### src/rtl/if_id_skid_buf_pkg.sv
// Shared definitions for the fetch-to-decode skid buffer: state encoding and
// the WISC NOP instruction word.
package if_id_skid_buf_pkg;

    typedef enum logic [1:0] {
        ST_EMPTY = 2'd0,
        ST_ONE   = 2'd1,
        ST_TWO   = 2'd2
    } state_e;

    localparam logic [15:0] WISC_NOP = 16'h0800;

endpackage

### src/rtl/skid_entry.sv
// One buffered beat: a W-bit register with load enable and asynchronous
// active-low reset to RST_VAL.
module skid_entry #(
    parameter int            W       = 32,
    parameter logic [W-1:0]  RST_VAL = '0
) (
    input  logic         clk,
    input  logic         rst,
    input  logic         ld,
    input  logic [W-1:0] d,
    output logic [W-1:0] q
);

    logic [W-1:0] data_q;
    logic [W-1:0] data_d;

    always_comb begin
        data_d = ld ? d : data_q;
    end

    always_ff @(posedge clk or negedge rst) begin
        if (!rst) begin
            data_q <= RST_VAL;
        end else begin
            data_q <= data_d;
        end
    end

    assign q = data_q;

endmodule

### src/rtl/if_id_skid_buf.sv
// Two-entry valid/ready skid buffer carrying {pc, instr} from fetch to decode.
// in_ready is a flop, so decode back-pressure never reaches fetch combinationally.
module if_id_skid_buf
    import if_id_skid_buf_pkg::*;
#(
    parameter int             DW        = 16,
    parameter logic [DW-1:0]  NOP_INSTR = DW'(WISC_NOP)
) (
    input  logic          clk,
    input  logic          rst,
    input  logic          flush,
    input  logic          in_valid,
    output logic          in_ready,
    input  logic [DW-1:0] in_pc,
    input  logic [DW-1:0] in_instr,
    output logic          out_valid,
    input  logic          out_ready,
    output logic [DW-1:0] out_pc,
    output logic [DW-1:0] out_instr,
    output logic [1:0]    occ
);

    localparam logic [2*DW-1:0] ENTRY_RST = {{DW{1'b0}}, NOP_INSTR};

    state_e          state_q, state_d;
    logic            in_ready_q, in_ready_d;
    logic            acc_in, acc_out;
    logic            main_ld, skid_ld, main_from_skid;
    logic [2*DW-1:0] main_q, skid_q, main_din, in_beat;

    assign in_beat = {in_pc, in_instr};
    assign acc_in  = in_valid & in_ready_q;
    assign acc_out = out_valid & out_ready;

    always_comb begin
        state_d        = state_q;
        main_ld        = 1'b0;
        skid_ld        = 1'b0;
        main_from_skid = 1'b0;
        // Flush suppresses loads too, so out_pc keeps the last delivered pc.
        if (flush) begin
            state_d = ST_EMPTY;
        end else begin
            case (state_q)
                ST_EMPTY: begin
                    if (acc_in) begin
                        state_d = ST_ONE;
                        main_ld = 1'b1;
                    end
                end
                ST_ONE: begin
                    if (acc_in && !acc_out) begin
                        state_d = ST_TWO;
                        skid_ld = 1'b1;
                    end else if (acc_out && !acc_in) begin
                        state_d = ST_EMPTY;
                    end else if (acc_in && acc_out) begin
                        main_ld = 1'b1;
                    end
                end
                ST_TWO: begin
                    if (acc_out) begin
                        state_d        = ST_ONE;
                        main_ld        = 1'b1;
                        main_from_skid = 1'b1;
                    end
                end
                default: state_d = ST_EMPTY;
            endcase
        end
        in_ready_d = (state_d != ST_TWO);
    end

    assign main_din = main_from_skid ? skid_q : in_beat;

    skid_entry #(.W(2*DW), .RST_VAL(ENTRY_RST)) u_main (
        .clk (clk),
        .rst (rst),
        .ld  (main_ld),
        .d   (main_din),
        .q   (main_q)
    );

    skid_entry #(.W(2*DW), .RST_VAL(ENTRY_RST)) u_skid (
        .clk (clk),
        .rst (rst),
        .ld  (skid_ld),
        .d   (in_beat),
        .q   (skid_q)
    );

    always_ff @(posedge clk or negedge rst) begin
        if (!rst) begin
            state_q    <= ST_EMPTY;
            in_ready_q <= 1'b1;
        end else begin
            state_q    <= state_d;
            in_ready_q <= in_ready_d;
        end
    end

    assign in_ready  = in_ready_q;
    assign out_valid = (state_q != ST_EMPTY);
    assign out_pc    = main_q[2*DW-1:DW];
    assign out_instr = out_valid ? main_q[DW-1:0] : NOP_INSTR;
    assign occ       = state_q;

endmodule

### config.mk
export PLATFORM = sky130hd
export DESIGN_NAME = if_id_skid_buf
export DESIGN_NICKNAME = d
export VERILOG_FILES = /design/src/rtl/if_id_skid_buf_pkg.sv /design/src/rtl/skid_entry.sv /design/src/rtl/if_id_skid_buf.sv
export SDC_FILE = /design/constraint.sdc
export NUM_CORES = 1
export LEC_CHECK = 0
export BUFFER_PORTS_ARGS = -buffer_cell sky130_fd_sc_hd__clkbuf_2
export CORE_ASPECT_RATIO = 1.1
export CORE_MARGIN = 2
export CORE_UTILIZATION = 40
export CTS_BUF_LIST = sky130_fd_sc_hd__clkbuf_4 sky130_fd_sc_hd__clkbuf_8
export CTS_CLUSTER_DIAMETER = 80
export CTS_CLUSTER_SIZE = 10
export DETAILED_ROUTE_END_ITERATION = 7
export GPL_TIMING_DRIVEN = 0
export SKIP_LAST_GASP = 1
export SYNTH_ARGS = -nofsm -noshare
export SYNTH_HDL_FRONTEND = slang
export SYNTH_SLANG_ARGS = --single-unit
### constraint.sdc
create_clock -name clk -period 3.1 [get_ports clk]
set_clock_uncertainty 0.2 [all_clocks]
set_input_delay 0.775 -clock clk [delete_from_list [all_inputs] [get_ports clk]]
set_output_delay 0.775 -clock clk [all_outputs]
set_load 0.02 [all_outputs]
# Word level (Yosys, flattened, before mapping)
# Cells that the tools add are included.
dict set report word_totals {
  output_inout_bits 36
  inputBits 37
  regBits 67
  elab_cells 36
}
dict set report op_classes {
  bitwise_logic 2
  mux 20
  reduce_logical 7
  n_eq_ne 3
}
# op count
set ops {}
lappend ops {{$mux 32} 1}
lappend ops {{$mux 16} 1}
lappend ops {{$mux 1} 11}
lappend ops {{$mux 2} 5}
lappend ops {{$pmux 2 s3} 1}
lappend ops {{$logic_and 1x1->1} 3}
lappend ops {{$pmux 1 s3} 1}
lappend ops {{$and 1x1->1} 2}
lappend ops {{$eq 2x1->1 const B} 1}
lappend ops {{$eq 2x2->1 const B} 1}
lappend ops {{$logic_not 1->1} 2}
lappend ops {{$logic_not 2->1} 1}
lappend ops {{$ne 2x2->1 const B} 1}
lappend ops {{$reduce_bool 2->1} 1}

# Longest topological paths before layout
# Gate-level depths: netlist (run 1).
dict set report depth {
  word_depth 8
  ltp_mapped 6
  mapped_depth_nobuf 4
}

# By module
# From an unflattened synthesis (run 1), not the netlist that was laid out.
dict set report unflattened {
  hier_cells 210
  hier_area_um2 3509.6
}
# module seq_area_each_um2 cells_per_inst area_each_um2 instances
set by_module_without_submodules {}
lappend by_module_without_submodules {skid_entry 802.0 68 1346.3 2}
lappend by_module_without_submodules {if_id_skid_buf 76.3 74 817.0 1}

# Worst setup path after synthesis (run 1)
# No wires, ideal clock.
dict set report synth_timing {
  kind {reg2out}
  start {reg state_q[0] (netlist: occ[0])}
  end {out out_instr[11]}
  arrival_ps 1331
  path_buffers 1
  path_stages_with_launch 4
  path_slack_ps 794
  required_time_ps 2125
  cell_sequence {dfrtp_1 nor2_1 clkbuf_1 or2_2}
}
dict set report synth_between {
  elab_chain_cells 2
}
# item line_no
set synth_rtl {}
lappend synth_rtl {{start: declaration} if_id_skid_buf.sv:25} ;# state_e state_q, state_d;
lappend synth_rtl {{start signal: assignment} if_id_skid_buf.sv:97} ;# state_q <= state_d;
lappend synth_rtl {{$reduce_bool 2->1} if_id_skid_buf.sv:103} ;# assign out_valid = (state_q != ST_EMPTY);
lappend synth_rtl {{$mux 16} if_id_skid_buf.sv:105} ;# assign out_instr = out_valid ? main_q[DW-1:0] : NOP_INSTR;
lappend synth_rtl {{end: declaration} if_id_skid_buf.sv:19} ;# output logic [DW-1:0] out_instr,
# Every way passes these cells.

# Worst setup path after layout (run 1)
# Ends and elaborated chain as after synthesis.

==> key figures, run 1 <==
Layout
  • Layout area overhead: 23.0%
  • Final Net Count: 380
  • Fill cell count: 738
  • Layout cell share with drive strength beyond 1: 45.1%
  • # diodes: 0

STA
  • Final worst path period share: between 90% and 100%
  • Final setup TNS: 0 ns
  • RSZ-0062 raised after global routing: false
  • Max Fclk: around 0.35 GHz
  • Worst setup margin: 0.252 ns
  • Final Hold Vio Count: 0
  • Final min period: 2.85 ns
  • Slew headroom: 66.9%
  • Final Setup Violations: 0
  • Worst-margin pin slew: between 0.4 and 0.5 ns
  • Slew Viols, Final: 0

Placed design
  • HPWL after DPL: 4140 µm
  • Port Buffer Count: 72
  • Routability Congestion: just under 0.8
  • Place WS: 0.379 ns

Synth
  • Synth Cell Area: 0.00312 mm²
  • Largest cells by area after synthesis: dfrtp_1, mux2_2, mux2i_1, a21oi_1, buf_4
  • Dominant cell type by area after synthesis: dfrtp_1
  • Synth Flop Type: dfrtp_1
  • Ys async rst share: 100%
  • Synth warnings: 0
  • Synth cell count leaders: dfrtp_1, nor2_1, a21oi_1, mux2_2, mux2i_1
  • Syn avg cell area: 12.0 µm²
  • Mux contribution to synthesized area: 21.8%
  • Net Count, Synth: about 300
  • Unique cell type count in the Yosys netlist: 25
  • Post-synthesis sequential area ratio: 53.9%
  • Top-area cell type share of the netlist area: between 50% and 60%
  • Yosys reg bits: 67
  • Top-count cell post-synth: dfrtp_1
  • Simple-Gate Fraction of Synth Area: approximately a tenth
  • Compound-Gate Fraction of Synth Area: 6.26%
  • Synth Instances: 259
  • Synth Area in Adders: 0%
  • Largest family of logic cells by synthesized area: multiplexers
  • XOR/XNOR Fraction of Synth Area: 0%
  • Post-synth EDFFs: 0

Clocking
  • Number of setup buffers added after CTS: 0
  • Clock-pin slew on the worst setup and hold paths: 0.07 ns
  • H-Tree Depth: 3
  • CTS tree: built
  • Clock Sinks: between 60 and 70
  • CTS Buffer Depth: 2
  • Num CTS Buffers: 9
  • CTS Root Cell: clkbuf_8
  • Clock Latency Late Sink: 0.34 ns

Run status
  • Status: finished clean

Floorplan
  • Core Area: 0.00751 mm²
  • # rows: 33
  • IO Count: 73
  • Initial core utilization: 41.5%
  • Die width: just under 90 µm
  • Die ar.: 0.00852 mm²
  • Die extent in y: 96.6 µm

Job
  • Max_cap viols: 0

Global routing
  • Vias in the first global route: 2043
  • Initial antenna violation count: 0
  • Aggregate global-route resource usage: between 10% and 20%
  • First-pass GRT wire length: between 9000 and 10000 µm
  • Grt total ovfl: 0
  • Largest net degree at the start of global routing: 64

Worst setup path
  • CP max FO: 10
  • CP Class: flop to output pin
  • Critical Path End Type: output pin
  • Worst path required time: 2.12 ns
  • Worst path arrival time: 1.87 ns
  • Crit start category: flop

Routing
  • Detail Route Antenna Nets: 0
  • Drc violations: 0
  • DRT Pass-1 Iters: 4
  • Vias per Instance: 4.66
  • Vias: 2111
  • Routed WL: roughly 6000 µm
  • Initial DRC Count: a little under 90
  • Avg WL per Cell: 13.3 µm

Pwr
  • P_leak: between 1.5 and 2 nW
  • PwrDens: 647 mW/mm²
  • Peak VDD IR: ~0.43 mV
  • Final Power: 2.48 mW

Worst hold path
  • Hold crit path type: input port to async pin
-- per-stage QoR --
stage	std cells	instance area [µm²]	hold slack [ns]	util, %
after global placement	436	3610	0.289	48.0
after detailed placement	437	3640	0.296	48.4
after CTS	453	3830	0.0408	51.0
after floorplan	259	3120	0.278	-
after global routing	453	3830	0.0489	51.0
final	453	3830	0.0642	51.0
-- logic make-up (layout without fill, tap and decap cells) --
logic type / after synthesis / count (layout)
DFF: 67 / 67
and+or+nand+nor: 61 / 61
muxes: 64 / 64
AOI/OAI and AO/OA: 35 / 35
buffers and inverters: 32 / 121
-- critical path, cell delays in order (launching register included) --
cell and delay (ns):
dfrtp_1 0.46, nor2_2 0.37, clkbuf_1 0.38, or2_2 0.18, clkbuf_2 0.15
-- layout by cell type (no fill, tap or decap), drive strengths merged, types with 2 or more instances in the layout --
| cell | synthesis | routed |
|---|---|---|
| a21oi | 32 | 32 |
| a31oi | 2 | 2 |
| buf | 29 | 30 |
| clkbuf | 1 | 82 |
| clkinv | 0 | 4 |
| clkinvlp | 0 | 2 |
| dfrtp | 64 | 64 |
| dfstp | 3 | 3 |
| inv | 2 | 2 |
| mux2 | 32 | 32 |
| mux2i | 32 | 32 |
| nand2b | 2 | 2 |
| nor2 | 35 | 35 |
| nor2b | 15 | 15 |
-- timing repair --
action | in CTS | in global routing
gates resized for setup | 1 | 0
setup endpoints to repair | 1 | 0
hold buffers | 0 | 0
-- state kept, by name, indices dropped and copies added, names as in the netlist --
register  cells
u_skid.q     32
occ           2
u_main.q     32
in_ready      1
-- power breakdown --
group | total, mW | internal, mW | switching, mW
sequential | 1.20 | 1.09 | 0.104
clock | 0.704 | 0.368 | 0.336
combinational | 0.579 | 0.297 | 0.282
-- layer usage --
| layer | part of all wire, % | track usage [%] |
|---|---|---|
| met3 | 5.7 | 3.92 |
| met1 | 46 | 20.1 |
| met2 | 48 | 22.6 |
| met5 | 0 | 0 |
| met4 | 0.93 | 6.29 |
-- path summary, 6_finish.rpt --
check | slack, ns | start | end | cells after the start
hold reg to reg | 0.31 | u_skid.q[27] | u_skid.q[27] | 1
hold / removal | 0.06 | rst | u_skid.q[5] | 1
setup / recovery | 0.25 | occ[0] | out_instr[11] | 4
max in group asynchronous | 2.09 | rst | in_ready | 2
setup reg to reg | 1.02 | in_ready | u_skid.q[15] | 4
min in group clk | 0.31 | u_skid.q[27] | u_skid.q[27] | 1
-- area by class of cell --
| class | count | area (µm²) | share of cell area, % |
|---|---|---|---|
| flip-flops and latches | 67 | 1680 | 43.8 |
| multi-input cells | 160 | 1200 | 31.2 |
| repair buffers | 73 | 390 | 10.2 |
| plain buffers | 30 | 236 | 6.17 |
| well taps | 105 | 131 | 3.43 |
| clock buffers | 9 | 124 | 3.23 |
| clock inverters | 7 | 68.8 | 1.79 |
| inverters | 2 | 7.51 | 0.196 |
Note: power is estimated with default switching activity, not from simulation.
==> run 2: changes to the inputs <==
- CAP_MARGIN: default -> 20
- clock period: 3.1 -> 2.4 ns (I/O delays scaled with it)
==> key figures, run 2 (synthesis results as in run 1) <==
Worst hold path
  • Hold crit path type: flop to flop (was input port to async pin)

Layout
  • Commonest non-fill, non-tap cell in the layout: clkbuf_2 (unchanged)
  • # diodes: 0 (unchanged)
  • Layout cell share with drive strength beyond 1: 46.0% (was 45.1%)
  • Post-route insts no fill: 455 (was 453)
  • Final Net Count: 382 (was 380)
  • Util after Layout: 51.4% (was 51.0%)
  • Layout area overhead: 23.8% (was 23.0%)
  • Commonest cells after routing, fill and taps aside: clkbuf_2, dfrtp_1, nor2_1 (unchanged)

STA
  • Max Fclk: 0.441 GHz
  • Final Hold Vio Count: 0 (unchanged)
  • Final min period: between 2 and 2.5 ns
  • Final worst path period share: 94.4%
  • Slew headroom: 66.9% (about the same)
  • Final Setup Violations: 0 (unchanged)
  • Slew Viols, Final: 0 (unchanged)
  • Worst-margin pin slew: 0.493 ns (about the same)
  • Hold slack: 0.305 ns (was 0.0642 ns)
  • RSZ-0062 raised after global routing: false (unchanged)

Clocking
  • Clock Latency Late Sink: 0.34 ns (about the same)
  • CTS tree: built (unchanged)
  • CTS Buffer Depth: 2 (unchanged)
  • Clock-pin slew on the worst setup and hold paths: 0.07 ns (about the same)
  • CTS Root Cell: clkbuf_8 (unchanged)
  • Clock Sinks: 67 (unchanged)
  • Num CTS Buffers: 9 (unchanged)
  • H-Tree Depth: 3 (unchanged)

Routing
  • Vias per Instance: 4.67 (was 4.66)
  • Vias: 2126 (was 2111)
  • Drc violations: 0 (unchanged)
  • Detail Route Antenna Nets: 0 (unchanged)
  • DRT Pass-1 Iters: 4 (unchanged)
  • Initial DRC Count: 74 (was 88)
  • Routed WL: 6010 µm (about the same)
  • Avg WL per Cell: 13.2 µm (was 13.3 µm)

Floorplan
  • Initial core utilization: 41.5% (unchanged)
  • Core Area: 0.00751 mm² (unchanged)
  • Die ar.: 0.00852 mm² (unchanged)
  • Die extent in y: 96.6 µm (unchanged)
  • # rows: 33 (unchanged)
  • IO Count: 73 (unchanged)
  • Die width: 88.2 µm (unchanged)

Worst setup path
  • CP Class: flop to output pin (unchanged)
  • CP max FO: 10 (unchanged)
  • Worst path arrival time: 1.47 ns (was 1.87 ns)
  • Crit start category: flop (unchanged)
  • Critical Path End Type: output pin (unchanged)
  • Worst reg-to-reg setup slack: 0.32 ns (was 1.02 ns)
  • Worst path required time: 1.60 ns (was 2.12 ns)

Job
  • Max_cap viols: 0 (unchanged)

Global routing
  • Vias in the first global route: 2036 (was 2043)
  • Grt total ovfl: 0 (unchanged)
  • Initial antenna violation count: 0 (unchanged)
  • First-pass GRT wire length: 9870 µm (was 9830 µm)
  • Largest net degree at the start of global routing: 64 (unchanged)
  • Aggregate global-route resource usage: 15.0% (was 14.9%)

Pwr
  • PwrDens: 831 mW/mm² (was 647 mW/mm²)
  • Final Power: 3.21 mW (was 2.48 mW)
  • Peak VDD IR: 0.558 mV (was 0.431 mV)
  • P_leak: 1.72 nW (was 1.71 nW)

Placed design
  • Placed Cells: 437 (unchanged)
  • Port Buffer Count: 72 (unchanged)
  • HPWL after DPL: 4140 µm (unchanged)
  • Routability Congestion: 0.772 (unchanged)

Run status
  • Status: finished clean (unchanged)
[run 2: path summary, 6_finish.rpt]
kind,startpoint,to,cells after the start
setup / recovery,occ[1],out_instr[11],4
hold / removal,u_skid.q[27],u_skid.q[27],1
setup reg to reg,in_ready,u_skid.q[20],4
hold reg to reg,u_skid.q[27],u_skid.q[27],1
max in group asynchronous,rst,in_ready,3
min in group asynchronous,rst,u_skid.q[5],2
[run 2: timing repair]
item                       4_1_cts  5_1_grt
hold buffers                     1        0
cloned                           0        0
setup buffers                    1        0
setup endpoints to repair       17        1
pin swaps                        1        0
gates resized for setup          3        2
hold endpoints to repair         4        0
[run 2: layout make-up]
type | instances | area [µm²]
sequential | 67 | 1680
inverter | 2 | 7.51
clock buffer | 9 | 124
clock inverter | 7 | 68.8
timing repair buffer | 75 | 408
multi-input combinational | 160 | 1200
fill | 738 | 3650
tap | 105 | 131
buffer | 30 | 238
[run 2: power by group]
| group | switching, mW | total, mW | internal, mW |
|---|---|---|---|
| Sequential | 0.136 | 1.55 | 1.41 |
| Combinational | 0.365 | 0.753 | 0.388 |
| Clock | 0.433 | 0.908 | 0.475 |
| Total | 0.934 | 3.21 | 2.28 |
[run 2: worst max-delay path, stage by stage (launching register included)]
cell and delay [ns]:
dfrtp_2 0.44, nor2_4 0.07, clkbuf_2 0.18, or2_2 0.29, clkbuf_2 0.15
[run 2: through the flow]
stage	TNS (ns)	worst slack [ns]	area, µm²
finish	0	0.135	3860
global route	0	0.0452	3860
CTS	0	0.0220	3860
detailed placement	-0.715	-0.146	3640
global placement	-0.608	-0.134	3610
floorplan	0	0.269	3120
[run 2: layer usage]
metal | wire length (µm) | share of wire [%] | global-route usage (%)
met4 | 56 | 0.93 | 6.29
met1 | 2800 | 47 | 20.5
met3 | 339 | 5.6 | 3.92
met5 | 0 | 0 | 0
met2 | 2810 | 47 | 22.3
==> run 3: changes to the inputs <==
- ABC_AREA: default -> 1
==> key figures, run 3 <==
Synth
  • Mux contribution to synthesized area: 0% (was 21.8%)
  • Largest cells by area after synthesis: dfrtp_1, nand2_1, inv_1, nand3_1, buf_4 (was dfrtp_1, mux2_2, mux2i_1, a21oi_1, buf_4)
  • Top-count cell post-synth: nand2_1 (was dfrtp_1)
  • Top-area cell type share of the netlist area: 47.6% (was 51.4%)
  • Post-synthesis sequential area ratio: 50.0% (was 53.9%)
  • Net Count, Synth: 487 (was 296)
  • Yosys reg bits: 67 (unchanged)
  • Syn avg cell area: 7.47 µm² (was 12.0 µm²)
  • Unique cell type count in the Yosys netlist: 20 (was 25)
  • Dominant cell type by area after synthesis: dfrtp_1 (unchanged)
  • Compound-Gate Fraction of Synth Area: 5.32% (was 6.26%)
  • XOR/XNOR Fraction of Synth Area: 0% (unchanged)
  • Synth Cell Area: 0.00336 mm² (was 0.00312 mm²)
  • Ys async rst share: 100% (unchanged)
  • Post-synth EDFFs: 0 (unchanged)
  • Synth Area in Adders: 0% (unchanged)
  • Simple-Gate Fraction of Synth Area: 31.0% (was 10.2%)
  • Synth Instances: 450 (was 259)
  • Synth warnings: 0 (unchanged)
  • Synth cell count leaders: nand2_1, dfrtp_1, inv_1, nand3_1, o21ai_1 (was dfrtp_1, nor2_1, a21oi_1, mux2_2, mux2i_1)
  • Largest family of logic cells by synthesized area: simple AND/OR/NAND/NOR gates (was multiplexers)
  • Synth Flop Type: dfrtp_1 (unchanged)

Placed design
  • Routability Congestion: 0.759 (was 0.772)
  • HPWL after DPL: 5210 µm (was 4140 µm)
  • Port Buffer Count: 72 (unchanged)
  • Placed Cells: 634 (was 437)

Routing
  • Detail Route Antenna Nets: 0 (unchanged)
  • Vias per Instance: 4.42 (was 4.67)
  • Vias: 2878 (was 2126)
  • DRT Pass-1 Iters: 4 (unchanged)
  • Routed WL: 7490 µm (was 6010 µm)
  • Top Metal Used: met4 (unchanged)
  • Routed wl met3: 378 µm (was 339 µm)
  • Initial DRC Count: 152 (was 74)
  • Drc violations: 0 (unchanged)
  • Met2 Wirelength: 3440 µm (was 2810 µm)
  • Wl on met1: 3510 µm (was 2800 µm)
  • Avg WL per Cell: 11.5 µm (was 13.2 µm)

Global routing
  • First-pass GRT wire length: 12900 µm (was 9870 µm)
  • Grt total ovfl: 0 (unchanged)
  • Initial antenna violation count: 0 (unchanged)
  • Largest net degree at the start of global routing: 37 (was 64)
  • Aggregate global-route resource usage: 17.9% (was 15.0%)
  • Vias in the first global route: 2804 (was 2036)

Floorplan
  • IO Count: 73 (unchanged)
  • Die width: 91.4 µm (was 88.2 µm)
  • Die ar.: 0.00916 mm² (was 0.00852 mm²)
  • Initial core utilization: 40.6% (was 41.5%)
  • Core Area: 0.00828 mm² (was 0.00751 mm²)
  • Die extent in y: 100 µm (was 96.6 µm)
  • # rows: 35 (was 33)

Worst setup path
  • Worst path required time: 1.60 ns (about the same)
  • Reg2Reg Capture Point: u_skid.q[1] (was u_skid.q[20])
  • CP max FO: 10 (unchanged)
  • Worst r2r src: in_ready (unchanged)
  • Crit path to: out_instr[13] (was out_instr[11])
  • Worst path arrival time: 1.47 ns (about the same)
  • Critical path's largest stage delay: 0.48 ns (was 0.44 ns)
  • R2R depth: 6 (was 4)
  • Crit start category: flop (unchanged)
  • CP Depth: 4 (unchanged)
  • Worst reg-to-reg setup slack: 0.70 ns (was 0.32 ns)
  • Crit path max-delay family: flip-flops (unchanged)
  • CP bufs+invs: 2 (unchanged)
  • CP Class: flop to output pin (unchanged)
  • Critical-path cell list: nor2_4 -> buf_4 -> nor2_1 -> clkbuf_2 (was nor2_4 -> clkbuf_2 -> or2_2 -> clkbuf_2)
  • Critical Path End Type: output pin (unchanged)
  • Crit path max-delay cell type: dfrtp_1 (was dfrtp_2)
  • Worst Setup SP: occ[0] (was occ[1])

STA
  • Worst-margin pin slew: 0.472 ns (was 0.493 ns)
  • Hold slack: 0.0341 ns (was 0.305 ns)
  • Slew headroom: 68.5% (was 66.9%)
  • Slew Viols, Final: 0 (unchanged)
  • Final Setup Violations: 0 (unchanged)
  • Max Fclk: 0.440 GHz (was 0.441 GHz)
  • Final Hold Vio Count: 0 (unchanged)
  • Final worst path period share: 94.7% (was 94.4%)
  • Final min period: 2.27 ns (about the same)
  • RSZ-0062 raised after global routing: false (unchanged)

Layout
  • Fill cell count: 866 (was 738)
  • Util after Layout: 50.3% (was 51.4%)
  • Commonest cells after routing, fill and taps aside: nand2_1, clkbuf_2, dfrtp_1 (was clkbuf_2, dfrtp_1, nor2_1)
  • Layout cell share with drive strength beyond 1: 26.5% (was 46.0%)
  • Layout area overhead: 23.8% (about the same)
  • # diodes: 0 (unchanged)
  • Post-route insts no fill: 651 (was 455)
  • Commonest non-fill, non-tap cell in the layout: nand2_1 (was clkbuf_2)
  • Final Net Count: 572 (was 382)

Clocking
  • Clock Latency Late Sink: 0.34 ns (about the same)
  • Clock-pin slew on the worst setup and hold paths: 0.07 ns (about the same)
  • Num CTS Buffers: 9 (unchanged)
  • CTS Root Cell: clkbuf_8 (unchanged)
  • Clock Sinks: 67 (unchanged)
  • H-Tree Depth: 3 (unchanged)
  • CTS tree: built (unchanged)
  • CTS Buffer Depth: 2 (unchanged)

Run status
  • Status: finished clean (unchanged)

Worst hold path
  • Hold crit path type: input port to async pin (was flop to flop)

Job
  • Max_cap viols: 0 (unchanged)

Pwr
  • P_leak: 2.46 nW (was 1.72 nW)
  • Peak VDD IR: 0.451 mV (was 0.558 mV)
  • PwrDens: 838 mW/mm² (was 831 mW/mm²)
  • Final Power: 3.49 mW (was 3.21 mW)
-- run 3: cell types whose count changed after synthesis, moves of 31 or more --
| cell | before | now |
|---|---|---|
| mux2_2 | 32 | 0 |
| nand3_1 | 0 | 34 |
| a21oi_1 | 32 | 1 |
| o21ai_1 | 0 | 32 |
| nand2_1 | 1 | 197 |
| mux2i_1 | 32 | 0 |
| inv_1 | 2 | 51 |
-- run 3: how the worst min path moves through the flow --
stage / start / endpoint / slack [ns] / cells after the start
3_3_place_gp: u_main.q[11] / u_main.q[11] / 0.26 / 2
6_report: rst / u_main.q[2] / 0.03 / 1
3_5_place_dp: u_main.q[11] / u_main.q[11] / 0.26 / 2
5_1_grt: rst / u_main.q[2] / 0.04 / 1
4_1_cts: rst / u_main.q[2] / 0.03 / 1
2_1_floorplan: rst / occ[0] / 0.10 / 0
-- run 3: cells by family after synthesis --
group                  count (synthesis)
AND/OR/NAND/NOR                      257
buffers and inverters                 91
AO/OA/AOI/OAI                         35
flip-flops                            67
-- run 3: what timing repair did --
| item | in CTS | in global routing |
|---|---|---|
| endpoints found under the setup margin | 17 | 10 |
| hold buffers | 0 | 0 |
| hold endpoints to repair | 0 | 0 |
| resized for setup | 2 | 2 |
| pin swaps | 1 | 1 |
| setup buffers | 0 | 1 |
-- run 3: per-stage QoR --
step	worst slack [ns]	instance area (µm²)	setup TNS (ns)
2_1_floorplan	0.405	3360	0
3_3_place_gp	-0.00289	3860	-0.0597
3_5_place_dp	0.0664	3880	0
4_1_cts	0.0139	4150	0
5_1_grt	0.0334	4160	0
6_report	0.127	4160	0
-- run 3: worst register-to-register path, cell delays in order, from the launching register on --
cell,delay [ns]
dfstp_2,0.53
nand2_1,0.09
nor2_1,0.15
nand3_2,0.22
buf_2,0.27
nand2_1,0.08
o21ai_1,0.06
-- run 3: power breakdown --
part           total, mW  switching, mW  internal [mW]
Sequential          1.54          0.138           1.40
Clock               1.20          0.430          0.774
Combinational      0.749          0.427          0.322
Total               3.49          0.995           2.49
-- run 3: final cells by class --
class / count / area (µm²) / area share (%)
plain buffers: 38 / 267 / 6.40
clock buffers: 12 / 165 / 3.97
clock inverters: 4 / 95.1 / 2.28
inverters: 53 / 199 / 4.78
multi-input cells: 292 / 1230 / 29.5
flip-flops and latches: 67 / 1680 / 40.4
well taps: 111 / 139 / 3.34
repair buffers: 74 / 390 / 9.38
-- run 3: per-layer routing --
layer,global-route usage [%],vias up
li1,-,1509
met1,22.8,1290
met2,28.4,66
met3,4.13,13
met4,9.32,0
met5,0,-
